$ cat src/rtl/stream_pkg.sv
// Shared state encoding and width helpers for the batched-stream receiver.
package stream_pkg;

    typedef enum logic [1:0] {
        IDLE   = 2'd0,
        RECV   = 2'd1,
        REPORT = 2'd2,
        DONE   = 2'd3
    } state_e;

    // Beat counter must hold BATCH_SIZE-1 without wrapping.
    function automatic int cnt_width(input int batch_size);
        return $clog2(batch_size + 1);
    endfunction

    function automatic int sum_width(input int data_width, input int batch_size);
        return data_width + $clog2(batch_size) + 1;
    endfunction

endpackage

$ cat src/rtl/batch_stats.sv
// Running signed sum and peak-magnitude accumulator for one batch.
// sum_d_o/peak_d_o expose the post-update values so the caller can capture a finished batch.
module batch_stats
    import stream_pkg::*;
#(
    parameter int DATA_WIDTH = 14,
    parameter int BATCH_SIZE = 2048
) (
    input  logic                                             clk_i,
    input  logic                                             rst_ni,
    input  logic                                             clear_i,
    input  logic                                             load_i,
    input  logic                                             acc_i,
    input  logic signed [DATA_WIDTH-1:0]                     data_i,
    output logic signed [sum_width(DATA_WIDTH, BATCH_SIZE)-1:0] sum_d_o,
    output logic        [DATA_WIDTH-1:0]                     peak_d_o
);

    localparam int SW = sum_width(DATA_WIDTH, BATCH_SIZE);

    logic signed [SW-1:0]         sum_q;
    logic        [DATA_WIDTH-1:0] peak_q;
    logic signed [SW-1:0]         data_sx;
    logic signed [DATA_WIDTH:0]   data_ext;
    logic        [DATA_WIDTH-1:0] abs_val;

    assign data_sx  = SW'(data_i);
    assign data_ext = {data_i[DATA_WIDTH-1], data_i};
    // Negating one bit wider makes the most negative sample map onto 2^(DATA_WIDTH-1).
    assign abs_val  = data_i[DATA_WIDTH-1] ? DATA_WIDTH'(-data_ext) : $unsigned(data_i);

    always_comb begin
        sum_d_o  = sum_q;
        peak_d_o = peak_q;
        if (clear_i) begin
            sum_d_o  = '0;
            peak_d_o = '0;
        end else if (load_i) begin
            sum_d_o  = data_sx;
            peak_d_o = abs_val;
        end else if (acc_i) begin
            sum_d_o  = sum_q + data_sx;
            peak_d_o = (abs_val > peak_q) ? abs_val : peak_q;
        end
    end

    always_ff @(posedge clk_i or negedge rst_ni) begin
        if (!rst_ni) begin
            sum_q  <= '0;
            peak_q <= '0;
        end else begin
            sum_q  <= sum_d_o;
            peak_q <= peak_d_o;
        end
    end

endmodule

$ cat src/rtl/batch_receiver.sv
// Avalon-ST sink that checks BATCH_SIZE framing, reports per-batch sum/peak,
// and stops accepting data after RUNS good batches until restarted.
module batch_receiver
    import stream_pkg::*;
#(
    parameter int DATA_WIDTH = 14,
    parameter int BATCH_SIZE = 2048,
    parameter int RUNS       = 3
) (
    input  logic                                          sink_clk,
    input  logic                                          reset_n,
    input  logic                                          sink_valid,
    input  logic                                          sink_sop,
    input  logic                                          sink_eop,
    input  logic signed [DATA_WIDTH-1:0]                  sink_data,
    output logic                                          sink_ready,
    input  logic                                          restart,
    output logic                                          batch_done,
    output logic signed [DATA_WIDTH+$clog2(BATCH_SIZE):0] batch_sum,
    output logic        [DATA_WIDTH-1:0]                  batch_peak,
    output logic        [$clog2(RUNS+1)-1:0]              batch_index,
    output logic                                          frame_error,
    output logic                                          run_done
);

    localparam int CW = cnt_width(BATCH_SIZE);
    localparam int SW = sum_width(DATA_WIDTH, BATCH_SIZE);
    localparam int IW = $clog2(RUNS + 1);
    localparam logic [CW-1:0] LAST_CNT = CW'(BATCH_SIZE - 1);
    localparam logic [IW-1:0] RUNS_IDX = IW'(RUNS);

    state_e                  state_q, state_d;
    logic [CW-1:0]           cnt_q, cnt_d;
    logic [IW-1:0]           idx_q, idx_d;
    logic                    err_q, err_d;
    logic signed [SW-1:0]    sum_out_q, sum_out_d;
    logic [DATA_WIDTH-1:0]   peak_out_q, peak_out_d;

    logic                    beat;
    logic                    st_clear, st_load, st_acc;
    logic signed [SW-1:0]    st_sum;
    logic [DATA_WIDTH-1:0]   st_peak;

    assign sink_ready  = reset_n && ((state_q == IDLE) || (state_q == RECV));
    assign beat        = sink_valid && sink_ready;
    assign batch_done  = (state_q == REPORT);
    assign run_done    = (state_q == DONE);
    assign batch_sum   = sum_out_q;
    assign batch_peak  = peak_out_q;
    assign batch_index = idx_q;
    assign frame_error = err_q;

    batch_stats #(
        .DATA_WIDTH (DATA_WIDTH),
        .BATCH_SIZE (BATCH_SIZE)
    ) u_stats (
        .clk_i    (sink_clk),
        .rst_ni   (reset_n),
        .clear_i  (st_clear),
        .load_i   (st_load),
        .acc_i    (st_acc),
        .data_i   (sink_data),
        .sum_d_o  (st_sum),
        .peak_d_o (st_peak)
    );

    always_comb begin
        state_d    = state_q;
        cnt_d      = cnt_q;
        idx_d      = idx_q;
        err_d      = err_q;
        sum_out_d  = sum_out_q;
        peak_out_d = peak_out_q;
        st_clear   = 1'b0;
        st_load    = 1'b0;
        st_acc     = 1'b0;

        if (restart) begin
            // Restart wins over any beat presented in the same cycle.
            state_d    = IDLE;
            cnt_d      = '0;
            idx_d      = '0;
            err_d      = 1'b0;
            sum_out_d  = '0;
            peak_out_d = '0;
            st_clear   = 1'b1;
        end else begin
            unique case (state_q)
                IDLE: begin
                    if (beat) begin
                        if (sink_sop && !sink_eop) begin
                            st_load = 1'b1;
                            cnt_d   = CW'(1);
                            state_d = RECV;
                        end else if (sink_sop && sink_eop && (BATCH_SIZE == 1)) begin
                            st_load    = 1'b1;
                            sum_out_d  = st_sum;
                            peak_out_d = st_peak;
                            idx_d      = idx_q + IW'(1);
                            state_d    = REPORT;
                        end else begin
                            err_d = 1'b1;
                        end
                    end
                end
                RECV: begin
                    if (beat) begin
                        if (sink_sop && !sink_eop) begin
                            err_d   = 1'b1;
                            st_load = 1'b1;
                            cnt_d   = CW'(1);
                        end else if (sink_sop || (sink_eop && cnt_q != LAST_CNT)
                                     || (!sink_eop && cnt_q == LAST_CNT)) begin
                            err_d    = 1'b1;
                            st_clear = 1'b1;
                            cnt_d    = '0;
                            state_d  = IDLE;
                        end else if (sink_eop) begin
                            st_acc     = 1'b1;
                            sum_out_d  = st_sum;
                            peak_out_d = st_peak;
                            idx_d      = idx_q + IW'(1);
                            cnt_d      = '0;
                            state_d    = REPORT;
                        end else begin
                            st_acc = 1'b1;
                            cnt_d  = cnt_q + CW'(1);
                        end
                    end
                end
                REPORT: begin
                    state_d = (idx_q == RUNS_IDX) ? DONE : IDLE;
                end
                DONE: begin
                    state_d = DONE;
                end
                default: begin
                    state_d = IDLE;
                end
            endcase
        end
    end

    always_ff @(posedge sink_clk or negedge reset_n) begin
        if (!reset_n) begin
            state_q    <= IDLE;
            cnt_q      <= '0;
            idx_q      <= '0;
            err_q      <= 1'b0;
            sum_out_q  <= '0;
            peak_out_q <= '0;
        end else begin
            state_q    <= state_d;
            cnt_q      <= cnt_d;
            idx_q      <= idx_d;
            err_q      <= err_d;
            sum_out_q  <= sum_out_d;
            peak_out_q <= peak_out_d;
        end
    end

endmodule

$ cat config.mk
export PLATFORM = sky130hd
export DESIGN_NAME = batch_receiver
export DESIGN_NICKNAME = d
export VERILOG_FILES = /design/src/rtl/stream_pkg.sv /design/src/rtl/batch_stats.sv /design/src/rtl/batch_receiver.sv
export SDC_FILE = /design/constraint.sdc
export NUM_CORES = 1
export LEC_CHECK = 0
export ABC_AREA = 1
export BUFFER_PORTS_ARGS = -buffer_cell sky130_fd_sc_hd__buf_2
export CORE_ASPECT_RATIO = 1.1
export CORE_MARGIN = 1.5
export CORE_UTILIZATION = 61
export CTS_CLUSTER_DIAMETER = 150
export DETAILED_ROUTE_END_ITERATION = 12
export PLACE_DENSITY = 0.91
export SYNTH_ARGS = -nofsm -noshare
export SYNTH_HDL_FRONTEND = slang
export SYNTH_HIERARCHICAL = 1
export SYNTH_SLANG_ARGS = --single-unit
$ cat constraint.sdc
create_clock -name sink_clk -period 3.6 [get_ports sink_clk]
set_clock_uncertainty 0.1 [all_clocks]
set_input_delay 0.36 -clock sink_clk [delete_from_list [all_inputs] [get_ports sink_clk]]
set_output_delay 0.36 -clock sink_clk [all_outputs]
set_load 0.02 [all_outputs]
==> run summary <==
Run status: completed
Pre-CTS setup slack: 319 ps
Synth-to-layout area growth: 9.13%
Die Ht: 117 µm
Setup TNS: 0 ps
GRT Overall Usage: 32.2%
Share of cells above drive strength 1: 14.8%
Switching share of power: 32.0%
Cell mode on critical path: nand2_1
Dpl cell area: 0.00759 mm²
Fin crit share: 88.8%
Clk buf depth: 2
Ys Warns: 6
Util after Layout: 68.6%
Pint: 0.00177 W
DR WL/cell: 15.4 µm
Detailed-route DRC error count: 0
First-pass GRT wire length: 31900 µm
Synth Area per Inst: 7.07 µm²
Hold endpoint: u_stats/peak_q[0]
Post-synth cell types: 43
Fill cell count: 958
Post-synth EDFFs: 0
Slew headroom: 38.3%
# clock sinks: 97
Initial drt markers: 824
Number of global-route vias before repair: 6650
Clock slew at reported path FFs: 70 ps
Total Routed Length: 18900 µm
Vias per inst: 5.70
Max-Cap Viols: 0
Post_cts resized: 0
Setup violators final: 0
Static Leak: 4.39 nW
Critical path class: register to register
Postcts setup bufs: 0
Arrival time worst endpoint: 3380 ps
Root Driver: clkbuf_16
Slew Limit Fails: 0
1st-pass router iterations: 8
CP cell instances: ha_1 > inv_1 > nor2_2 > nand3_2 > nand2_2 > inv_1 > nor2_1 > nand2_1 > nor3_2 > buf_4 > nand2_1 > a221oi_1 > nand4_1 > nand2_1
Hold_sp: sink_data[0]
Mapped Area: 0.00722 mm²
Crit-path slowest cell: a221oi_1
CTS H-Tree Depth: 3
Comb power frac: 21.1%
Boundary Pins: 66
Fin nets: 1137
Antenna-violating nets left: 0
Gp weighted congestion: 0.966
Starting density of the core: 62.9%
Req. time, crit path: 3780 ps
Synth cell count leaders: nand2_1, inv_1, dfrtp_1
Crit start category: register
Net switching power: 0.000833 W
Sequential share of the synthesized area: 33.6%
Initial antenna violation count: 1
Count leader, synth: nand2_1
Final worst path period need: 3200 ps
Prevailing post-synth register cell: dfrtp_1
WP buf/inv: 3
Async S/R FF share, synth: 100%
WHS Path Cells: 3
RSZ-0062 raised after global routing: no
Reg power frac: 44.0%
Design Area, Final: 0.00788 mm²
Clock share of power: 35.0%
Worst setup margin: 402 ps
Site Rows: 41
Synth top area share: 33.6%
Largest area contributor in the netlist: dfrtp_1
Die X: 107 µm
Cell Pwr Density: 330 mW/mm²
Hpwl dp: 13700 µm
Max incr delay on CP: 570 ps
Skew-Pair Late Insertion Delay: 350 ps
Critical-path maximum fanout: 27
Flops & latches, synth: 97
TritonCTS Buffers: 9
Top cells by area, synth: dfrtp_1, nand2_1, ha_1
CP endpoint kind: register
Final Hold Vio Count: 0
Reg2reg path depth: 14
Hold Path Class: primary input to register
GRT overflow: 0
Mapped Nets: 1085
Worst R2R Setup Slack: 400 ps
Post-layout instance count excluding filler cells: 1230
FF-to-FF Start: cnt_q[1]
Routed vias: 7008
Worst-margin pin slew: 925 ps
Hold buffers post-CTS: 1
CP Depth: 14
Die area: 0.0125 mm²
Top Family by Delay on Critical Path: simple AND/OR/NAND/NOR gates
Core box area: 0.0115 mm²
CTS tree: built
Inst Count DP: 1212
Max Fclk: 0.313 GHz
Peak VDD IR: 0.359 mV
Reg-to-reg endpoint: batch_sum[4]
Gate Count Post-Synth: 1022
Port Buf Inserts: 65
Largest net degree at the start of global routing: 77
==> metrics by stage <==
stage | hold WS, ps | total power, W
after floorplan | -35.6 | 0.00156
after global placement | 168 | 0.00168
after detailed placement | 173 | 0.00169
after CTS | 233 | 0.00259
after global routing | 256 | 0.00271
final | 244 | 0.00260
==> power groups by stage <==
stage               registers (W)  clock network [W]  logic (W)
floorplan                 0.00117                  0   0.000392
global placement          0.00116                  0   0.000515
detailed placement        0.00116                  0   0.000529
CTS                       0.00114           0.000910   0.000538
global route              0.00115           0.000954   0.000609
finish                    0.00115           0.000911   0.000549
==> layer usage <==
layer | track usage [%] | vias up | wire [µm]
met5 | 0 | - | 0
met1 | 43.7 | 3232 | 8070
li1 | - | 3390 | -
met3 | 5.04 | 53 | 1500
met4 | 11.8 | 0 | 558
met2 | 52.7 | 333 | 8790
==> placed cells by master (no fill, tap or decap), types with 2 or more instances in the layout <==
master	count
nor3_1	5
ha_1	42
xnor2_1	7
clkinvlp_4	2
o21bai_1	14
buf_2	64
o21ai_0	26
a21oi_1	67
nor2_1	86
inv_1	136
nand3b_1	5
inv_2	7
nor3_2	5
nand3_1	49
xor2_1	17
nand4_1	53
nand3_2	6
nor2_2	24
o21ai_1	4
nand3_4	2
a31oi_1	2
dfrtp_1	97
clkbuf_16	9
a221oi_1	3
clkinv_2	2
nand2_4	2
nand2_2	13
nand2_1	300
o211ai_1	2
nor2_4	2
buf_4	10
==> logic make-up after synthesis <==
family                   Yosys count  share of synthesized area, %
AND/OR/NAND/NOR                  556                          35.4
buffers and inverters            178                          10.7
AO/OA/AOI/OAI                    123                          9.63
flip-flops                        97                          33.6
adder cells (fa/ha/maj)           43                          7.55
XOR/XNOR                          25                          3.13
==> registers in the layout, summed over array words and instances, names as in the netlist <==
signal          flops
batch_index         2
batch_peak         14
batch_sum          26
cnt_q              12
frame_error         1
state_q             2
u_stats/peak_q     14
u_stats/sum_q      26
==> layout make-up <==
class                      count  area (µm²)  area share (%)
multi-input combinational    747        4040            51.2
sequential                    97        2430            30.8
inverter                     144         543            6.89
timing repair buffer          75         405            5.14
clock buffer                  10         239            3.03
tap                          150         188            2.38
clock inverter                 6        42.5           0.540
antenna                        1        2.50          0.0317
==> how the worst max path moves through the flow <==
stage	startpoint	end	slack (ps)
floorplan	sink_data[1]	batch_peak[1]	910
finish	cnt_q[1]	batch_sum[4]	400
global route	cnt_q[1]	batch_sum[2]	220
CTS	cnt_q[1]	batch_sum[3]	530
detailed placement	sink_data[1]	batch_peak[10]	320
global placement	sink_data[1]	batch_peak[13]	510
==> worst reg2reg max path, stage by stage (launching register included) <==
cell and delay, ps:
dfrtp_1 380, ha_1 160, inv_1 60, nor2_2 210, nand3_2 120, nand2_2 100
inv_1 40, nor2_1 240, nand2_1 190, nor3_2 220, buf_4 350, nand2_1 120
a221oi_1 570, nand4_1 160, nand2_1 100
Note: power is estimated with default switching activity, not from simulation.
